`src/rtl/instr_fetch_pkg.sv`:
```
// instr_fetch_pkg: shared widths, reset PC and fetch FSM state encoding
package instr_fetch_pkg;
    localparam int DEF_WIDTH = 16;
    localparam logic [15:0] DEF_RESET_PC = 16'h0000;
    localparam logic [1:0] FETCH = 2'd0;
    localparam logic [1:0] WAIT = 2'd1;
    localparam logic [1:0] HOLD = 2'd2;
endpackage

```
`src/rtl/instr_fetch_pc_reg.sv`:
```
// instr_fetch_pc_reg: loadable, wrapping incrementing program counter
module instr_fetch_pc_reg #(
    parameter int W = 16,
    parameter logic [W-1:0] RESET_VAL = '0
) (
    input  logic         clk,
    input  logic         reset,
    input  logic         inc,
    input  logic         load,
    input  logic [W-1:0] target,
    output logic [W-1:0] q
);
    always_ff @(posedge clk or posedge reset)
        if (reset) q <= RESET_VAL;
        else if (load) q <= target;
        else if (inc) q <= q + W'(1);
endmodule

```
`src/rtl/instr_fetch.sv`:
```
// instr_fetch: FETCH/WAIT/HOLD instruction fetch unit with instruction register
module instr_fetch
    import instr_fetch_pkg::*;
#(
    parameter int WIDTH = DEF_WIDTH,
    parameter logic [WIDTH-1:0] RESET_PC = WIDTH'(DEF_RESET_PC)
) (
    input  logic             clk,
    input  logic             reset,
    input  logic             halt,
    output logic [WIDTH-1:0] mem_addr,
    output logic             mem_rd,
    input  logic             mem_ready,
    input  logic [WIDTH-1:0] mem_rdata,
    output logic [WIDTH-1:0] instruction,
    output logic             instr_valid,
    input  logic             instr_done,
    input  logic             pc_load,
    input  logic [WIDTH-1:0] pc_target,
    output logic [WIDTH-1:0] link_pc
);
    logic [1:0] state, state_next;
    logic [WIDTH-1:0] pc;
    logic take, redirect;

    assign take = (state == WAIT) && mem_ready;
    assign redirect = (state == HOLD) && instr_done && pc_load;

    instr_fetch_pc_reg #(.W(WIDTH), .RESET_VAL(RESET_PC)) u_pc (
        .clk(clk),
        .reset(reset),
        .inc(take),
        .load(redirect),
        .target(pc_target),
        .q(pc)
    );

    always_comb
        state_next = (state == FETCH) ? (halt ? FETCH : WAIT) :
                     (state == WAIT)  ? (mem_ready ? HOLD : WAIT) :
                     (state == HOLD)  ? (instr_done ? FETCH : HOLD) : FETCH;

    always_ff @(posedge clk or posedge reset)
        if (reset) state <= FETCH;
        else state <= state_next;

    always_ff @(posedge clk or posedge reset)
        if (reset) instruction <= '0;
        else if (take) instruction <= mem_rdata;

    assign mem_rd = (state == WAIT);
    assign instr_valid = (state == HOLD);
    assign mem_addr = pc;
    assign link_pc = pc;
endmodule

```
`config.mk`:
```
export PLATFORM = sky130hd
export DESIGN_NAME = instr_fetch
export DESIGN_NICKNAME = d
export VERILOG_FILES = /design/src/rtl/instr_fetch_pkg.sv /design/src/rtl/instr_fetch_pc_reg.sv /design/src/rtl/instr_fetch.sv
export SDC_FILE = /design/constraint.sdc
export NUM_CORES = 1
export LEC_CHECK = 0
export ABC_AREA = 1
export CAP_MARGIN = 40
export CORE_MARGIN = 2
export CORE_UTILIZATION = 38
export CTS_CLUSTER_SIZE = 14
export DETAILED_ROUTE_END_ITERATION = 10
export GPL_TIMING_DRIVEN = 0
export HOLD_SLACK_MARGIN = 0.06
export PLACE_DENSITY = 0.77
export SYNTH_ARGS = -nofsm -noshare
export SYNTH_HDL_FRONTEND = slang
export SYNTH_SLANG_ARGS = --single-unit
```
`constraint.sdc`:
```
create_clock -name clk -period 1.2 [get_ports clk]
set_input_delay 0.18 -clock clk [delete_from_list [all_inputs] [get_ports clk]]
set_output_delay 0.18 -clock clk [all_outputs]
set_load 0.005 [all_outputs]
```
==> qor.csv <==
stage,metric,value,unit
floorplanning,chip height,75.3,um
placement,port buffer count,87,
global_route,vias in the first global route,2263,
cts,CTS sink count,34,
setup_path,CP Launch Type,flip-flop,
setup_path,reg2reg end,u_pc.q[10],
cts,Skew-Pair Late Insertion Delay,0.29,ns
min_path,Hold Path Class,in2async,
cells_and_area,Layout Cells excl Fill,474,
cts,H-tree lvl count,2,
cells_and_area,final core utilization,0.768,
route,DR WL/cell,16.1,um
synth,"Distinct cells, synth",25,
outcome,failing checks,negative setup slack,
synth,cell count after synthesis,263,
timing,Final setup viols,36,
power_and_ir_drop,worst vdd ir,1390,uV
setup_path,Worst R2R Start,u_pc.q[7],
setup_path,critical path arrival,1.61,ns
global_route,total track usage,0.230,
synth,"FFs w/ async S/R, synth",1.00,
timing,Final WS setup,-0.225,ns
placement,Placed Cells,418,
route,# DRC,0,
route,final WL,7.61,mm
power_and_ir_drop,share of power burned in registers,0.258,
global_route,global-route wire length before repair,9.93,mm
power_and_ir_drop,Int Pwr,4.76,mW
cells_and_area,Final #Nets,445,
timing,Slew headroom,0.453,
setup_path,R2R setup slack,-0.22,ns
synth,cell area after synthesis,1930,um2
setup_path,critical path peak fanout,5,
floorplanning,die area,5670,um2
setup_path,critical path capture point type,flip-flop,
cts,hold bufs inserted after CTS,0,
timing,fin. max-slew vios,0,
power_and_ir_drop,combinational share of power,0.626,
timing,worst-margin pin slew,0.819,ns
global_route,initial antenna violation count,0,
route,drt pass-1 iters,7,
timing,Setup TNS,-4.44,ns
cts,clk buf depth,2,
global_route,GR Overflow Total,0,
placement,DP HPWL,4.00,mm
power_and_ir_drop,switching share of power,0.383,
synth,Seq cells post-synth,34,
power_and_ir_drop,Overall Power,7.71,mW
power_and_ir_drop,Pwr Density,2090,nW/um2
timing,period utilization,1.19,
synth,sequential area share after synthesis,0.440,
cts,Num CTS Buffers,5,
synth,most used flip-flop cell after synthesis,dfrtp_1,
synth,Syn Nets,302,
power_and_ir_drop,Pleak,1.92,nW
route,vias per inst,5.18,
placement,RD Place Congestion,0.810,
synth,Ys Warns,0,
placement,Post-Place Cell Area,2930,um2
route,ANT nets after route,0,
timing,Layout Skew,0.00531,ns
power_and_ir_drop,Clk pwr share,0.116,
cts,TritonCTS clock tree,done,
floorplanning,FP Rows,25,
synth,syn_area_per_cell,7.35,um2
global_route,largest net degree at the start of global routing,20,
job,maxcap violations,0,
timing,Peak Freq,0.702,GHz
route,1st-iter DRT viols,232,
synth,Post-synth EDFFs,0,
cts,clock transition at the registers of the reported paths,0.07,ns
cells_and_area,"commonest non-fill, non-tap cell in the layout",nand2_1,
route,Vias,2454,
setup_path,Crit Path Category,reg2reg,
setup_path,Critical Path RT,1.39,ns
floorplanning,core area,4820,um2
timing,unrepaired setup endpoints after global routing,yes,
timing,Fin. Hold Viols,0,
floorplanning,Initial Util,0.401,
floorplanning,Die Wd,75.3,um
cells_and_area,share of cells above drive strength 1,0.396,
setup_path,worst reg2reg path depth,8,
power_and_ir_drop,Net Switching,2.95,mW
floorplanning,I/O pins,88,
outcome,outcome,finished with violations,
timing,min Tclk post-route,1.42,ns
cts,CTS root buf,clkbuf_8,
cells_and_area,Area Growth Syn to Fin,91.3,%
cells_and_area,final instance area,3700,um2
cells_and_area,ANT cells,0,
cells_and_area,most frequent cells in the layout,"96 x nand2_1, 41 x buf_4, 37 x clkdlybuf4s50_1, 36 x buf_6, 24 x dfrtp_1",
critical path, cell delays in order (launching register included):
cell and delay [ns]:
dfrtp_2 0.37, buf_4 0.14, nand2_1 0.11, nor2_2 0.19
nand2_2 0.10, o21ai_1 0.18, nand3_2 0.09, nand2_1 0.07
nand2_1 0.05
power groups by stage:
stage	clock [mW]	combinational, mW	sequential [mW]
2_1_floorplan	0	1.46	2.09
3_3_place_gp	0	3.13	2.12
3_5_place_dp	0	3.22	2.13
4_1_cts	0.896	3.91	1.96
5_1_grt	0.949	5.16	2.04
6_report	0.894	4.82	1.99
stage by stage:
stage	hold WS (ns)	setup WS (ns)
floorplan	0.275	-0.0536
global placement	0.462	-0.536
detailed placement	0.464	-0.258
CTS	0.383	-0.140
global route	0.429	-0.277
finish	0.383	-0.225
flip-flops by register name, indices dropped and copies added (netlist names):
register / flops
instruction: 16
u_pc.q: 16
state: 2
synthesized netlist by cell type, drive strengths merged (3+ instances only):
library cell | count | area share
nand2 | 106 | 0.21
o21bai | 3 | 0.012
dfrtp | 34 | 0.44
nand4 | 3 | 0.0097
buf | 22 | 0.090
nor3 | 6 | 0.016
o21ai | 11 | 0.028
nand3 | 19 | 0.052
inv | 28 | 0.057
o211ai | 3 | 0.012
nor2 | 22 | 0.045
metal layers:
metal | vias up | GRT usage | part of all wire
met5 | - | 0 | 0
met4 | 0 | 0.0877 | 0.042
met2 | 164 | 0.414 | 0.52
met1 | 1152 | 0.263 | 0.36
met3 | 41 | 0.0582 | 0.085
li1 | 1097 | - | -
repair_timing:
item	4_1_cts	5_1_grt
setup endpoints to repair	76	52
resized for setup	141	84
pin swaps	7	6
buffers inserted	33	15
gates cloned	0	2
hold endpoints to repair	0	0
worst max path at each step:
stage                    start    endpoint  slack [ns]
CTS                   state[0]   u_pc.q[7]       -0.14
detailed placement  instr_done   u_pc.q[5]       -0.26
finish               u_pc.q[7]  u_pc.q[10]       -0.22
global placement         reset  u_pc.q[15]       -0.54
global route          state[0]  u_pc.q[10]       -0.28
floorplan            u_pc.q[1]  u_pc.q[10]       -0.05
final cells by class:
| cell class | instances | area [um2] |
|---|---|---|
| timing repair buffer | 137 | 1280 |
| fill | 326 | 1120 |
| multi-input combinational | 179 | 1010 |
| sequential | 34 | 863 |
| buffer | 21 | 239 |
| inverter | 28 | 128 |
| clock buffer | 7 | 86.3 |
| tap | 67 | 83.8 |
| clock inverter | 1 | 5.00 |
logic make-up after synthesis:
kind of cell / share of synthesized area
DFF: 0.440
and+or+nand+nor: 0.336
xor gates and xnor gates: 0.00453
adders and majority gates: 0.00647
AOI/OAI and AO/OA: 0.0660
buffers and inverters: 0.147
(Power assumes the default switching activity.)
